`config.mk`:
```
export PLATFORM = sky130hd
export DESIGN_NAME = aurora_link_monitor_flat
export DESIGN_NICKNAME = d
export VERILOG_FILES = /design/src/rtl/aurora_link_if.sv /design/src/rtl/aurora_link_monitor.sv /design/src/flat_wrapper.sv
export SDC_FILE = /design/constraint.sdc
export NUM_CORES = 1
export LEC_CHECK = 0
export BUFFER_PORTS_ARGS = -buffer_cell sky130_fd_sc_hd__buf_2
export CORE_MARGIN = 3
export CORE_UTILIZATION = 42
export CTS_BUF_LIST = sky130_fd_sc_hd__clkbuf_2 sky130_fd_sc_hd__clkbuf_4 sky130_fd_sc_hd__clkbuf_8
export DETAILED_ROUTE_END_ITERATION = 10
export PLACE_DENSITY_LB_ADDON = 0.3
export SLEW_MARGIN = 0
export SYNTH_ARGS = -nofsm -noshare
export SYNTH_HDL_FRONTEND = slang
export SYNTH_SLANG_ARGS = --single-unit
```
`constraint.sdc`:
```
create_clock -name clk_100m -period 3.08 [get_ports clk_100m]
set_input_delay 0.462 -clock clk_100m [delete_from_list [all_inputs] [get_ports clk_100m]]
set_output_delay 0.462 -clock clk_100m [all_outputs]
set_load 0.05 [all_outputs]
```
`src/rtl/aurora_link_if.sv`:
```
// Status and control bundle between the Aurora core environment and the link monitor.
// The environment side (master) drives channel status and receives resets and counters.
interface aurora_link_if;
    logic        channel_up_i;
    logic        hard_err_i;
    logic        soft_err_i;
    logic        retrain_i;
    logic        gt_rst_o;
    logic        link_rst_o;
    logic        link_ok_o;
    logic        fault_o;
    logic [2:0]  state_o;
    logic [7:0]  retry_cnt_o;
    logic [15:0] drop_cnt_o;
    logic [15:0] soft_err_cnt_o;

    modport master (
        output channel_up_i, hard_err_i, soft_err_i, retrain_i,
        input  gt_rst_o, link_rst_o, link_ok_o, fault_o,
        input  state_o, retry_cnt_o, drop_cnt_o, soft_err_cnt_o
    );

    modport slave (
        input  channel_up_i, hard_err_i, soft_err_i, retrain_i,
        output gt_rst_o, link_rst_o, link_ok_o, fault_o,
        output state_o, retry_cnt_o, drop_cnt_o, soft_err_cnt_o
    );
endinterface

```
`src/rtl/aurora_link_monitor.sv`:
```
// Aurora bring-up sequencer: GT/link reset hold, channel-up wait, drop filtering, retry/fault.
// All outputs registered, reflecting the state entered on the same edge; no backpressure.
module aurora_link_monitor #(
    parameter int GT_HOLD     = 256,
    parameter int RST_HOLD    = 128,
    parameter int UP_TIMEOUT  = 2000000,
    parameter int DOWN_FILTER = 16,
    parameter int MAX_RETRY   = 8
) (
    input  logic          clk_100m,
    input  logic          rst_100m,
    aurora_link_if.slave  lnk
);

    typedef enum logic [2:0] {
        S_RESET_GT   = 3'd0,
        S_RESET_LINK = 3'd1,
        S_WAIT_UP    = 3'd2,
        S_UP         = 3'd3,
        S_FAULT      = 3'd4
    } state_t;

    state_t      state_q, state_d;
    logic [31:0] cnt_q, cnt_d;
    logic [31:0] flt_q, flt_d;
    logic [7:0]  retry_q, retry_d;
    logic [15:0] drop_q, drop_d;
    logic [15:0] serr_q, serr_d;
    logic        gt_rst_q, gt_rst_d;
    logic        link_rst_q, link_rst_d;
    logic        link_ok_q, link_ok_d;
    logic        fault_q, fault_d;

    logic        fail;
    logic        drop_evt;
    logic        restart;

    always_comb begin
        state_d  = state_q;
        retry_d  = retry_q;
        drop_d   = drop_q;
        serr_d   = serr_q;
        flt_d    = '0;
        fail     = 1'b0;
        drop_evt = 1'b0;
        restart  = 1'b0;

        case (state_q)
            S_RESET_GT: begin
                if (cnt_q == 32'(GT_HOLD - 1)) state_d = S_RESET_LINK;
            end
            S_RESET_LINK: begin
                if (cnt_q == 32'(RST_HOLD - 1)) state_d = S_WAIT_UP;
            end
            S_WAIT_UP: begin
                if (lnk.hard_err_i) begin
                    fail = 1'b1;
                end else if (lnk.channel_up_i) begin
                    state_d = S_UP;
                    retry_d = '0;
                end else if (cnt_q == 32'(UP_TIMEOUT - 1)) begin
                    fail = 1'b1;
                end
            end
            S_UP: begin
                if (!lnk.channel_up_i) flt_d = flt_q + 32'd1;
                drop_evt = lnk.hard_err_i ||
                           (!lnk.channel_up_i && flt_q == 32'(DOWN_FILTER - 1));
                fail     = drop_evt;
                if (lnk.soft_err_i && serr_q != 16'hFFFF) serr_d = serr_q + 16'd1;
            end
            S_FAULT: begin
            end
            default: state_d = S_RESET_GT;
        endcase

        if (drop_evt && drop_q != 16'hFFFF) drop_d = drop_q + 16'd1;

        if (fail) begin
            if (retry_q == 8'(MAX_RETRY)) begin
                state_d = S_FAULT;
            end else begin
                retry_d = retry_q + 8'd1;
                state_d = S_RESET_GT;
                restart = 1'b1;
            end
        end

        // Manual retrain wins over any failure decision made above.
        if (lnk.retrain_i) begin
            state_d = S_RESET_GT;
            retry_d = '0;
            restart = 1'b1;
        end

        if (restart || state_d != state_q) cnt_d = '0;
        else if (cnt_q != '1)              cnt_d = cnt_q + 32'd1;
        else                               cnt_d = cnt_q;

        gt_rst_d   = (state_d == S_RESET_GT) || (state_d == S_FAULT);
        link_rst_d = (state_d == S_RESET_GT) || (state_d == S_RESET_LINK) ||
                     (state_d == S_FAULT);
        link_ok_d  = (state_d == S_UP);
        fault_d    = (state_d == S_FAULT);
    end

    always_ff @(posedge clk_100m) begin
        if (rst_100m) begin
            state_q    <= S_RESET_GT;
            cnt_q      <= '0;
            flt_q      <= '0;
            retry_q    <= '0;
            drop_q     <= '0;
            serr_q     <= '0;
            gt_rst_q   <= 1'b1;
            link_rst_q <= 1'b1;
            link_ok_q  <= 1'b0;
            fault_q    <= 1'b0;
        end else begin
            state_q    <= state_d;
            cnt_q      <= cnt_d;
            flt_q      <= flt_d;
            retry_q    <= retry_d;
            drop_q     <= drop_d;
            serr_q     <= serr_d;
            gt_rst_q   <= gt_rst_d;
            link_rst_q <= link_rst_d;
            link_ok_q  <= link_ok_d;
            fault_q    <= fault_d;
        end
    end

    assign lnk.gt_rst_o       = gt_rst_q;
    assign lnk.link_rst_o     = link_rst_q;
    assign lnk.link_ok_o      = link_ok_q;
    assign lnk.fault_o        = fault_q;
    assign lnk.state_o        = state_q;
    assign lnk.retry_cnt_o    = retry_q;
    assign lnk.drop_cnt_o     = drop_q;
    assign lnk.soft_err_cnt_o = serr_q;

endmodule

```
`src/flat_wrapper.sv`:
```
// flat-port wrapper written by rule: the top's interface ports become plain ports
module aurora_link_monitor_flat 
#(
    parameter int GT_HOLD     = 256,
    parameter int RST_HOLD    = 128,
    parameter int UP_TIMEOUT  = 2000000,
    parameter int DOWN_FILTER = 16,
    parameter int MAX_RETRY   = 8
)
  (clk_100m, rst_100m, lnk_channel_up_i, lnk_hard_err_i, lnk_soft_err_i, lnk_retrain_i, lnk_gt_rst_o, lnk_link_rst_o, lnk_link_ok_o, lnk_fault_o, lnk_state_o, lnk_retry_cnt_o, lnk_drop_cnt_o, lnk_soft_err_cnt_o);
  aurora_link_if lnk_i ();
  input  logic clk_100m;
  input  logic rst_100m;
  input wire logic [$bits(lnk_i.channel_up_i)-1:0] lnk_channel_up_i;
  input wire logic [$bits(lnk_i.hard_err_i)-1:0] lnk_hard_err_i;
  input wire logic [$bits(lnk_i.soft_err_i)-1:0] lnk_soft_err_i;
  input wire logic [$bits(lnk_i.retrain_i)-1:0] lnk_retrain_i;
  output wire logic [$bits(lnk_i.gt_rst_o)-1:0] lnk_gt_rst_o;
  output wire logic [$bits(lnk_i.link_rst_o)-1:0] lnk_link_rst_o;
  output wire logic [$bits(lnk_i.link_ok_o)-1:0] lnk_link_ok_o;
  output wire logic [$bits(lnk_i.fault_o)-1:0] lnk_fault_o;
  output wire logic [$bits(lnk_i.state_o)-1:0] lnk_state_o;
  output wire logic [$bits(lnk_i.retry_cnt_o)-1:0] lnk_retry_cnt_o;
  output wire logic [$bits(lnk_i.drop_cnt_o)-1:0] lnk_drop_cnt_o;
  output wire logic [$bits(lnk_i.soft_err_cnt_o)-1:0] lnk_soft_err_cnt_o;
  assign lnk_i.channel_up_i = lnk_channel_up_i;
  assign lnk_i.hard_err_i = lnk_hard_err_i;
  assign lnk_i.soft_err_i = lnk_soft_err_i;
  assign lnk_i.retrain_i = lnk_retrain_i;
  assign lnk_gt_rst_o = lnk_i.gt_rst_o;
  assign lnk_link_rst_o = lnk_i.link_rst_o;
  assign lnk_link_ok_o = lnk_i.link_ok_o;
  assign lnk_fault_o = lnk_i.fault_o;
  assign lnk_state_o = lnk_i.state_o;
  assign lnk_retry_cnt_o = lnk_i.retry_cnt_o;
  assign lnk_drop_cnt_o = lnk_i.drop_cnt_o;
  assign lnk_soft_err_cnt_o = lnk_i.soft_err_cnt_o;
  aurora_link_monitor #(.GT_HOLD(GT_HOLD), .RST_HOLD(RST_HOLD), .UP_TIMEOUT(UP_TIMEOUT), .DOWN_FILTER(DOWN_FILTER), .MAX_RETRY(MAX_RETRY)) u_core (.clk_100m(clk_100m), .rst_100m(rst_100m), .lnk(lnk_i));
endmodule
```
Word level (Yosys, flattened, before mapping)
Index checks and enable logic that the tools add are counted.
- flip-flop bits (word level): 111
- word-level logic and storage cells: 69
- output and inout port bits: 47
- bitwise operators: 1
- equal/unequal tests: 16
- multiplexer cells: 21
- $add $sub $neg: 5
- reduce and logical (&&, ||, !) cells: 16
- operators with widths (kind ; count):
    $add A32 B1 Y32 const B ; 2
    $mux W8 ; 5
    $add A16 B1 Y16 const B ; 2
    $eq A32 B21 Y1 const B ; 1
    $eq A32 B4 Y1 const B ; 1
    $eq A32 B7 Y1 const B ; 1
    $eq A32 B8 Y1 const B ; 1
    $ne A16 B16 Y1 const B ; 2
    $ne A32 B32 Y1 const B ; 1
    $mux W3 ; 7
    $pmux W3 S4 ; 1
    $eq A3 B2 Y1 const B ; 3
    $add A8 B1 Y8 const B ; 1
    $eq A8 B4 Y1 const B ; 1
    $mux W1 ; 7
    $eq A3 B1 Y1 const B ; 2
    $eq A3 B3 Y1 const B ; 2
    $logic_not A3 Y1 ; 2
    $reduce_or A2 Y1 ; 3
    $logic_or A1 B1 Y1 ; 5
    $logic_and A1 B1 Y1 ; 3
    $ne A3 B3 Y1 ; 1
    $reduce_or A3 Y1 ; 1
    $pmux W1 S2 ; 1
    other kinds (3) ; 3

Depth between registers and ports, before layout
Gate-level depths: netlist of the first run.
- depth after elaboration: 10
- mapped depth: 10
- gate-level depth less buffers: 7

Worst setup path after synthesis of the first run
No wires, ideal clock.
- kind: flip-flop to flip-flop
- from: reg u_core.state_q[1], in the netlist u_core.lnk.state_o[1]
- to: reg u_core.retry_q[3], in the netlist u_core.lnk.retry_cnt_o[3]
- data arrival time: 2.452 ns
- data required time: 2.958 ns
- path buffers: 2
- setup slack: 0.506 ns
- cell stages (with the launch flop): 9
- period minus slack after synthesis: 2.574 ns
- library setup time: 0.122 ns
- cells stage by stage: dfxtp_1 buf_2 nor3b_1 nand3_1 or4_1 buf_2 a31o_1 nor2b_4 a221o_1
- word-level cells in the longest chain between the ends: 4
- elaborated cells on any way between the ends: 6
- those cells by class: eq/ne: 2; mux: 4
- ends and longest elaborated chain (item ; line ; text):
    start, declared ; aurora_link_monitor.sv:23 ; state_t state_q, state_d;
    start signal, assigned ; aurora_link_monitor.sv:120 ; state_q <= state_d;
    $eq A3 B2 Y1 ; aurora_link_monitor.sv:48 ; case (state_q)
    $mux W8 ; aurora_link_monitor.sv:48 ;
    $mux W8 ; aurora_link_monitor.sv:80 ; if (retry_q == 8'(MAX_RETRY)) begin
    $mux W8 (*) ; aurora_link_monitor.sv:79 ; if (fail) begin
    end signal, assigned ; aurora_link_monitor.sv:123 ; retry_q <= retry_d;
    end, declared ; aurora_link_monitor.sv:26 ; logic [7:0] retry_q, retry_d;
Every way passes the cells marked *; elsewhere a longest branch is shown, timed or not.
A chain may end at the register's enable or synchronous reset.

Final worst setup path of the first run
- from: reg u_core.cnt_q[0]
- to: reg u_core.cnt_q[28]
- word-level cells in the longest chain between the ends: 10
- elaborated cells on any way between the ends: 19
- those cells by class: add/sub: 1; eq/ne: 5; mux: 11; reduce/logical: 2
- ends and longest elaborated chain (item ; line ; text):
    start, declared ; aurora_link_monitor.sv:24 ; logic [31:0] cnt_q, cnt_d;
    start signal, assigned ; aurora_link_monitor.sv:121 ; cnt_q <= cnt_d;
    $eq A32 B21 Y1 ; aurora_link_monitor.sv:61 ; end else if (cnt_q == 32'(UP_TIMEOUT - 1)) begin
    $mux W1 ; aurora_link_monitor.sv:61 ;
    $mux W1 ; aurora_link_monitor.sv:58 ; end else if (lnk.channel_up_i) begin
    $mux W1 ; aurora_link_monitor.sv:56 ; if (lnk.hard_err_i) begin
    $pmux W1 S2 ; aurora_link_monitor.sv:48 ;
    $mux W3 ; aurora_link_monitor.sv:79 ;
    $mux W3 ; aurora_link_monitor.sv:90 ; if (lnk.retrain_i) begin
    $ne A3 B3 Y1 ; aurora_link_monitor.sv:96 ; if (restart || state_d != state_q) cnt_d = '0;
    $logic_or A1 B1 Y1 ; aurora_link_monitor.sv:96 ;
    $reduce_or A2 Y1 (no source line) ; - ;
Several ways; a longest one is shown, not always the timed one.

==> impl_metrics.json, run 1 <==
{
  "cts.root.buffer_cell": "clkbuf_8",
  "rows": 40,
  "power.density_nw_per_um2": 384,
  "clock_sinks": 111,
  "synth-compound-area-share": 0.0675,
  "clkLatencyLatePin_ns": 0.38,
  "async_flop_share": 0,
  "fin_ws_ns": 0.448,
  "cts_resized": 0,
  "routed-via-count": 4734,
  "worstSetupEndpointType": "register",
  "switching_share": 0.231,
  "hold_viol": 0,
  "critical_path_required_ns": 3.33,
  "finalSetupViolCount": 0,
  "cts.clk_slew.worst_paths_ns": 0.10,
  "synthAdderAreaFrac": 0.0138,
  "cts_inserted_buffers": 9,
  "skew_ns": 0.0162,
  "grt_start_max_net_pins": 39,
  "vdd_ir_drop_max_mv": 0.316,
  "diodes": 0,
  "fin_crit_ns": 2.63,
  "die_h_um": 120,
  "status": "complete, no violations",
  "cp_max_fo": 32,
  "drive_gt1_frac": 0.138,
  "place_hpwl_um": 8440,
  "syn_nets": 643,
  "grt_pass1_wl_um": 20800,
  "syn2layout_area_growth_pct": 10.5,
  "dr.first_iter.drc_count": 305,
  "synth_xor_area_frac": 0.134,
  "synthMuxAreaShare": 0.00968,
  "fmaxAchievable_mhz": 380,
  "synth_top_family_by_area": "simple AND/OR/NAND/NOR gates",
  "pin_count": 53,
  "finalNonFillerCells": 843,
  "cp_slowest_cell": "or4_1",
  "cp.arrival_ns": 2.88,
  "ys_types": 53,
  "gp_congestion": 0.826,
  "worstMarginPinSlew_ns": 0.945,
  "dp_cells": 827,
  "drc_errors": 0,
  "p_clk_frac": 0.356,
  "syn-cell-area_um2": 5430,
  "min_path_type": "reg -> reg",
  "antenna_found_initial": 0,
  "synth_seq_cells": 111,
  "vias_per_cell": 5.62,
  "avgSynthCellArea_um2": 8.60,
  "holdBufCountCts": 0,
  "ant_nets": 0,
  "fin_crit_sh": 0.854,
  "track_usage": 0.173,
  "cellLeakagePower_nw": 2.10,
  "worstSetupStartpointType": "register",
  "cts_tree": "yes",
  "placed_area_um2": 5820,
  "power.internal_w": 0.00177,
  "slew_headroom": 0.368,
  "max_stage_delay_ns": 0.64,
  "die_w_um": 120,
  "overflow": 0,
  "crit_type": "reg -> reg",
  "design_area_um2": 6000,
  "p_seq_frac": 0.624,
  "final_common_cell": "dfxtp_1",
  "rsz0062_at_grt": "no",
  "synth_edf_count": 0,
  "htree_levels": 3,
  "wl_um": 12000,
  "synthFlopType": "dfxtp_1",
  "ctsLongestPathBuffers": 2,
  "coreArea_um2": 12300,
  "slew_viol_final": 0,
  "place_ws_ns": 0.498,
  "synth_warnings": 0,
  "grt_pass1_vias": 4380,
  "initial_core_util": 0.441,
  "fin_setup_tns_ns": 0,
  "synthCells": 631,
  "switching_power_w": 0.000533,
  "wire_per_inst_um": 14.3,
  "dieArea_um2": 14300,
  "cts_setup_buffers": 0,
  "cap_violations": 0,
  "firstDrtPassIters": 5,
  "synth-simple-area-share": 0.333,
  "final_cell_mix": "dfxtp_1 (111), nor2_1 (83), buf_2 (52)",
  "final_nets": 682,
  "pwr-share-comb": 0.019,
  "cp_cell_sequence": "ha_1 > and3_1 > nand3_1 > or4_1 > and2_1 > a31oi_4 > buf_4 > nor4_1",
  "port_buffers": 52,
  "yosysSeqAreaShare": 0.409
}
[sequential cells by signal, indices dropped and copies added (netlist names)]
signal	cells
u_core.lnk.gt_rst_o	1
u_core.lnk.fault_o	1
u_core.flt_q	32
u_core.lnk.soft_err_cnt_o	16
u_core.cnt_q	32
u_core.lnk.link_ok_o	1
u_core.lnk.state_o	3
u_core.lnk.drop_cnt_o	16
u_core.lnk.link_rst_o	1
u_core.lnk.retry_cnt_o	8
[worst max-delay path: cells and delay by family, from the launching register on]
kind	cells	cell delay (ns)
adders and majority gates	1	0.18
AOI/OAI and AO/OA	1	0.16
and+or+nand+nor	5	1.41
buffers and inverters	1	0.35
DFF	1	0.39
[routing by layer]
metal	up-vias	share of wire	global-route usage
met5	-	0	0
li1	2346	-	-
met3	10	0.046	0.0556
met2	99	0.48	0.287
met1	2279	0.47	0.219
met4	0	0.0089	0.0379
[cell type report]
class / count / area [um2]
clock buffer: 10 / 138
clock inverter: 6 / 42.5
fill: 1199 / 6310
inverter: 11 / 41.3
multi-input combinational: 479 / 3040
sequential: 111 / 2220
tap: 168 / 210
timing repair buffer: 58 / 305
[logic make-up (layout without fill, tap and decap cells)]
kind of cell / Yosys count / count (layout)
AO/OA/AOI/OAI: 51 / 51
XOR/XNOR: 83 / 83
adder cells (fa/ha/maj): 6 / 6
buffers and inverters: 41 / 85
flip-flops: 111 / 111
multiplexers: 5 / 5
AND/OR/NAND/NOR: 334 / 334
[synthesized netlist by cell type (4+ instances only)]
| cell type | count | share of area |
|---|---|---|
| nor2b_1 | 5 | 0.0058 |
| and3_1 | 16 | 0.018 |
| clkbuf_1 | 18 | 0.012 |
| nand4_1 | 24 | 0.028 |
| or2_2 | 4 | 0.0046 |
| nand2_1 | 38 | 0.026 |
| and4_1 | 15 | 0.024 |
| o21ai_0 | 8 | 0.0074 |
| and2_1 | 5 | 0.0058 |
| nor3_1 | 24 | 0.022 |
| nor4_1 | 46 | 0.053 |
| nor2_1 | 83 | 0.057 |
| buf_2 | 9 | 0.0083 |
| nor4b_1 | 4 | 0.0065 |
| o31a_1 | 4 | 0.0065 |
| inv_1 | 11 | 0.0076 |
| nand3_1 | 41 | 0.038 |
| xor2_1 | 33 | 0.053 |
| xnor2_1 | 50 | 0.081 |
| dfxtp_1 | 111 | 0.41 |
| ha_1 | 6 | 0.014 |
| or4_1 | 4 | 0.0055 |
| a21oi_1 | 14 | 0.013 |
| nor3b_1 | 4 | 0.0055 |
| o211ai_1 | 4 | 0.0055 |
| or3_1 | 10 | 0.012 |
[stage by stage]
| stage | total power, W | util | hold WS (ns) |
|---|---|---|---|
| 5_1_grt | 0.00240 | 0.487 | 0.474 |
| 6_report | 0.00230 | 0.487 | 0.476 |
| 3_5_place_dp | 0.00152 | 0.472 | 0.457 |
| 3_3_place_gp | 0.00151 | 0.472 | 0.440 |
| 4_1_cts | 0.00233 | 0.487 | 0.448 |
| 2_1_floorplan | 0.00150 | - | 0.426 |
[power by group through the flow]
stage	clock network (W)	registers (W)	logic, W
final	0.000821	0.00144	0.0000446
after global routing	0.000913	0.00144	0.0000491
after CTS	0.000851	0.00144	0.0000441
after detailed placement	0	0.00147	0.0000439
after global placement	0	0.00147	0.0000424
after floorplan	0	0.00147	0.0000313
[path summary, 6_finish.rpt]
kind | startpoint | end | slack [ns] | cells after the start
hold / removal | u_core.flt_q[0] | u_core.flt_q[0] | 0.48 | 1
setup reg to reg | u_core.cnt_q[0] | u_core.cnt_q[28] | 0.45 | 8
hold reg to reg | u_core.flt_q[0] | u_core.flt_q[0] | 0.48 | 1
setup / recovery | u_core.cnt_q[0] | u_core.cnt_q[28] | 0.45 | 8
Note: power is estimated with default switching activity, not from simulation.
==> run 2: changes to the inputs <==
--- a/config.mk
+++ b/config.mk
@@ -10,7 +10,6 @@
 export CORE_UTILIZATION = 42
 export CTS_BUF_LIST = sky130_fd_sc_hd__clkbuf_2 sky130_fd_sc_hd__clkbuf_4 sky130_fd_sc_hd__clkbuf_8
 export DETAILED_ROUTE_END_ITERATION = 10
-export PLACE_DENSITY_LB_ADDON = 0.3
 export SLEW_MARGIN = 0
 export SYNTH_ARGS = -nofsm -noshare
 export SYNTH_HDL_FRONTEND = slang
==> run 2 against run 1 <==
Effect of this change: sequential power about the same; count of clock-buffer cells in the layout up 1; flip-flop and latch count unchanged; highest routed layer unchanged; clock skew down 0.0059 ns; combinational power up 2%; critical path type unchanged; largest power group unchanged; final cell count up 0.24%; total power up 7.0%; worst setup slack better by 0.069 ns.
==> impl_metrics.json, run 2 (same netlist as run 1, synthesis figures left out) <==
{
  "clock_sinks": 111,
  "drive_gt1_frac": 0.140,
  "vdd_ir_drop_max_mv": 0.193,
  "ant_nets": 0,
  "drc_errors": 0,
  "cap_violations": 0,
  "worstSetupEndpointType": "register",
  "worstMarginPinSlew_ns": 0.855,
  "multiInputGateArea_um2": 3040,
  "worstSetupStartpointType": "register",
  "place_hpwl_um": 8740,
  "r2r_cells": 7,
  "coreArea_um2": 12300,
  "final_cell_mix": "dfxtp_1 (111), nor2_1 (83), buf_2 (52)",
  "syn2layout_area_growth_pct": 11.7,
  "port_buffers": 52,
  "rsz0062_at_grt": "no",
  "diodes": 0,
  "fin_crit_sh": 0.832,
  "wire_per_inst_um": 14.4,
  "cts_inserted_buffers": 9,
  "n_fill_cell": 1233,
  "gp_congestion": 0.844,
  "min_delay_path_depth": 3,
  "seq_area_um2": 2220,
  "slew_viol_final": 0,
  "cts.root.buffer_cell": "clkbuf_8",
  "antenna_found_initial": 0,
  "fin_crit_ns": 2.56,
  "critical_path_required_ns": 3.36,
  "status": "complete, no violations",
  "cellLeakagePower_nw": 2.13,
  "track_usage": 0.176,
  "firstDrtPassIters": 4,
  "cts_tree": "yes",
  "hold_viol": 0,
  "rows": 40,
  "vias_per_cell": 5.53,
  "clkLatencyLatePin_ns": 0.39,
  "grt_pass1_vias": 4479,
  "grt_start_max_net_pins": 38,
  "htree_levels": 3,
  "finalNonFillerCells": 845,
  "initial_core_util": 0.441,
  "largestRegisters": "u_core.cnt_q: 32 flops, u_core.flt_q: 32 flops",
  "min_path_type": "in -> reg",
  "skew_ns": 0.0103,
  "ctsLongestPathBuffers": 2,
  "final_nets": 685,
  "grt_pass1_wl_um": 21000,
  "routed-via-count": 4673,
  "finalSetupViolCount": 0,
  "pin_count": 53,
  "fin_setup_tns_ns": 0,
  "crit_type": "reg -> reg",
  "dp_cells": 830,
  "slew_headroom": 0.429,
  "power.density_nw_per_um2": 407,
  "fmaxAchievable_mhz": 390,
  "dieArea_um2": 14300,
  "dr.first_iter.drc_count": 340,
  "holdBufCountCts": 0,
  "die_w_um": 120,
  "cts_setup_buffers": 0,
  "die_h_um": 120,
  "wl_um": 12100,
  "cp.arrival_ns": 2.84,
  "cts.clk_slew.worst_paths_ns": 0.10,
  "overflow": 0,
  "finalPower_w": 0.00246,
  "cp_max_fo": 16,
  "cts_resized": 0,
  "final_common_cell": "dfxtp_1"
}
[run 2: changes by cell type in the layout (fill, tap and decap cells not counted), sizes merged]
cell / before / now
bufinv: 0 / 2
buf: 58 / 61
clkbuf: 10 / 11
clkinvlp: 1 / 0
clkinv: 3 / 0
[run 2: final timing paths]
kind	start	to	slack, ns
min	rst_100m	u_core.lnk.fault_o	0.45
max	u_core.lnk.state_o[1]	u_core.cnt_q[29]	0.52
min reg2reg	u_core.flt_q[0]	u_core.flt_q[0]	0.47
max reg2reg	u_core.lnk.state_o[1]	u_core.cnt_q[29]	0.52
[run 2: metal layers]
metal  vias to the layer above  wire (um)  track usage
met2                        74       5710        0.292
met3                        14        512       0.0504
li1                       2357          -            -
met4                         0        206       0.0580
met5                         -          0            0
met1                      2228       5710        0.220
[run 2: where the power goes]
group / total [W] / switching (W) / internal [W]
sequential: 0.00144 / 0.00000206 / 0.00144
combinational: 0.0000457 / 0.0000307 / 0.0000149
clock: 0.000980 / 0.000489 / 0.000491
total: 0.00246 / 0.000522 / 0.00194
[run 2: layout make-up]
| class | instances | area share |
|---|---|---|
| clock buffers | 11 | 0.0239 |
| multi-input cells | 479 | 0.501 |
| repair buffers | 61 | 0.0541 |
| clock inverters | 4 | 0.0128 |
| well taps | 168 | 0.0347 |
| inverters | 11 | 0.00681 |
| flip-flops and latches | 111 | 0.367 |
[run 2: per-stage QoR]
step	utilization	instance area [um2]	hold slack, ns	worst slack [ns]
after floorplan	-	5430	0.426	0.506
after global placement	0.474	5840	0.438	0.631
after detailed placement	0.474	5840	0.453	0.557
after CTS	0.492	6060	0.433	0.534
after global routing	0.492	6060	0.464	0.344
final	0.492	6060	0.453	0.517
[run 2: critical path, cell delays in order, from the launching register on]
cell and delay (ns):
dfxtp_1 0.50, nor3b_1 0.46, nand3_1 0.12, or4_1 0.58, and2_1 0.28, a31oi_4 0.18
buf_4 0.24, nor4_1 0.08
==> run 3: changes to the inputs <==
--- a/config.mk
+++ b/config.mk
@@ -5,6 +5,7 @@
 export SDC_FILE = /design/constraint.sdc
 export NUM_CORES = 1
 export LEC_CHECK = 0
+export ABC_AREA = 1
 export BUFFER_PORTS_ARGS = -buffer_cell sky130_fd_sc_hd__buf_2
 export CORE_MARGIN = 3
 export CORE_UTILIZATION = 42
==> constraint.sdc (replaced) <==
create_clock -name clk_100m -period 2.2 [get_ports clk_100m]
set_input_delay 0.33 -clock clk_100m [delete_from_list [all_inputs] [get_ports clk_100m]]
set_output_delay 0.33 -clock clk_100m [all_outputs]
set_load 0.05 [all_outputs]
==> run 3 against run 2 <==
Effect of this change: total power increased by 38%; sequential power increased by 40%; global-route usage increased by 1.9 points; critical path depth increased by 3; combinational power increased by 42%; final area increased by 21%; final cell count increased by 41%; first-iteration DRC count increased by 21%; maximum frequency increased by 23%; register-to-register slack got worse by 0.40 ns; largest power group unchanged.
==> impl_metrics.json, run 3 <==
{
  "async_flop_share": 0,
  "multiInputGateArea_um2": 3620,
  "grt_pass1_wl_um": 26600,
  "die_h_um": 129,
  "fin_crit_sh": 0.945,
  "overflow": 0,
  "seq_area_um2": 2240,
  "clock_sinks": 111,
  "final_common_cell": "nand2_1",
  "cp.arrival_ns": 2.35,
  "yosysMostFrequentCell": "nand2_1",
  "syn-cell-area_um2": 6320,
  "r2r_cells": 10,
  "cts_inserted_buffers": 9,
  "diodes": 0,
  "synth_warnings": 0,
  "synth-simple-area-share": 0.408,
  "synth_seq_cells": 111,
  "vdd_ir_drop_max_mv": 0.278,
  "synth-compound-area-share": 0.0770,
  "die_w_um": 129,
  "cts_tree": "yes",
  "grt_start_max_net_pins": 31,
  "yosysSeqAreaShare": 0.352,
  "n_fill_cell": 1506,
  "max_stage_delay_ns": 0.45,
  "synthFlopType": "dfxtp_1",
  "firstDrtPassIters": 5,
  "placed_area_um2": 6890,
  "ys_top_cells_by_area": "dfxtp_1 (35%), nand2_1 (11%), nor2_1 (9.0%), inv_1 (6.8%), nor3_2 (4.9%)",
  "synth_top_area_cell": "dfxtp_1",
  "cts.root.buffer_cell": "clkbuf_8",
  "reg2reg_from": "u_core.lnk.state_o[0]",
  "synthMuxAreaShare": 0,
  "status": "complete, no violations",
  "slew_headroom": 0.626,
  "clkLatencyLatePin_ns": 0.39,
  "coreArea_um2": 14600,
  "cellLeakagePower_nw": 2.72,
  "holdBufCountCts": 0,
  "grt_pass1_vias": 5507,
  "skew_ns": 0.0106,
  "cp_slowest_cell": "dfxtp_1",
  "synthCells": 923,
  "synth.top_cells.by_count": "nand2_1 (193), nor2_1 (151), inv_1 (115), dfxtp_1 (111), nor3_1 (61)",
  "worstMarginPinSlew_ns": 0.560,
  "fmaxAchievable_mhz": 481,
  "cts.clk_slew.worst_paths_ns": 0.11,
  "rsz0062_at_grt": "yes",
  "initial_core_util": 0.432,
  "fin_crit_ns": 2.08,
  "dr.first_iter.drc_count": 411,
  "drc_errors": 0,
  "largestRegisters": "u_core.cnt_q: 32 flops, u_core.flt_q: 32 flops",
  "hold_viol": 0,
  "cp_cell_sequence": "inv_1 > nor2_2 > inv_1 > nand2_1 > nor2_1 > a21oi_1 > nand3_2 > nand3_4 > clkbuf_16 > nor3_2",
  "place_ws_ns": 0.0168,
  "ant_nets": 0,
  "finalSetupViolCount": 0,
  "synth_edf_count": 0,
  "routed-via-count": 6002,
  "dieArea_um2": 16600,
  "vias_per_cell": 5.05,
  "power.density_nw_per_um2": 463,
  "antenna_found_initial": 0,
  "pin_count": 53,
  "min_delay_path_depth": 4,
  "ctsLongestPathBuffers": 2,
  "fin_ws_ns": 0.122,
  "rows": 44,
  "worstSetupStartpointType": "register",
  "final_nets": 1012,
  "final_cell_mix": "nand2_1 (190), nor2_1 (145), inv_1 (115)",
  "gp_congestion": 0.919,
  "slew_viol_final": 0,
  "htree_levels": 3,
  "r2r_end": "u_core.cnt_q[17]",
  "wl_um": 15800,
  "synth_top_area_frac": 0.352,
  "track_usage": 0.194,
  "port_buffers": 52,
  "timing.hold.worst.start": "lnk_retrain_i",
  "syn_nets": 935,
  "worstSetupStartpoint": "u_core.lnk.state_o[0]",
  "timing.hold.ws_ns": 0.307,
  "design_area_um2": 7350,
  "place_hpwl_um": 11600,
  "worstSetupEndpointType": "register",
  "wire_per_inst_um": 13.3,
  "r2r_setup_slack_ns": 0.12,
  "drive_gt1_frac": 0.189,
  "crit_type": "reg -> reg",
  "min_path_type": "in -> reg",
  "crit_path_frequent_cell": "inv_1",
  "critical_path_required_ns": 2.47,
  "hold_end": "u_core.lnk.retry_cnt_o[3]",
  "avgSynthCellArea_um2": 6.85,
  "synthAdderAreaFrac": 0.0119,
  "synth_top_family_by_area": "simple AND/OR/NAND/NOR gates",
  "synth_xor_area_frac": 0.0610,
  "cap_violations": 0,
  "syn2layout_area_growth_pct": 16.4,
  "cp_max_fo": 6,
  "fin_setup_tns_ns": 0,
  "ys_types": 38
}
run 3: cell types whose count changed after synthesis, moves of 10 or more:
cell,delta
a21oi_1,+38
and3_1,-13
and4_1,-15
clkbuf_1,-15
inv_1,+104
nand2_1,+155
nand3_1,-10
nor2_1,+68
nor3_1,+37
nor3_2,+30
nor4_1,-35
o21ai_0,+21
or3_1,-10
xnor2_1,-37
run 3: worst max-delay path, delay by kind of cell (launching register included):
kind | cells | cell delay (ns)
AO/OA/AOI/OAI | 1 | 0.20
buffers and inverters | 3 | 0.47
flip-flops | 1 | 0.45
AND/OR/NAND/NOR | 6 | 0.83
run 3: final cells by class:
| class | instances | area share |
|---|---|---|
| Timing Repair Buffer | 82 | 0.0827 |
| Clock inverter | 4 | 0.00732 |
| Inverter | 119 | 0.0611 |
| Multi-Input combinational cell | 677 | 0.493 |
| Sequential cell | 111 | 0.304 |
| Clock buffer | 12 | 0.0208 |
| Tap cell | 184 | 0.0313 |
run 3: timing repair:
item / 4_1_cts / 5_1_grt
buffers inserted: 0 / 5
endpoints found under the setup margin: 0 / 57
resized for setup: 0 / 31
run 3: cells by family after synthesis:
family / Yosys count
adders and majority gates: 6
xor gates and xnor gates: 44
and+or+nand+nor: 535
buffers and inverters: 135
AOI/OAI and AO/OA: 92
DFF: 111
run 3: stage by stage:
stage          total power [W]  utilization  std cells
2_1_floorplan          0.00210            -        923
3_3_place_gp           0.00212        0.470       1164
3_5_place_dp           0.00212        0.470       1164
4_1_cts                0.00344        0.484       1180
5_1_grt                0.00353        0.502       1189
6_report               0.00340        0.502       1189
run 3: power breakdown:
group	switching, W	internal (W)
Sequential	0.00000232	0.00201
Clock	0.000734	0.000591
Combinational	0.0000451	0.0000200
run 3: worst max-delay path by stage:
stage	end	depth (start not counted)
2_1_floorplan	u_core.lnk.drop_cnt_o[12]	9
3_3_place_gp	u_core.lnk.drop_cnt_o[6]	12
3_5_place_dp	u_core.lnk.drop_cnt_o[6]	12
4_1_cts	u_core.lnk.drop_cnt_o[6]	12
5_1_grt	u_core.cnt_q[14]	14
6_report	u_core.cnt_q[17]	10
run 3: metal layers:
layer,up-vias,track usage,share of wire
met3,17,0.0332,0.057
met5,-,0,0
met2,143,0.290,0.44
met1,2711,0.285,0.49
li1,3131,-,-
met4,0,0.0630,0.017
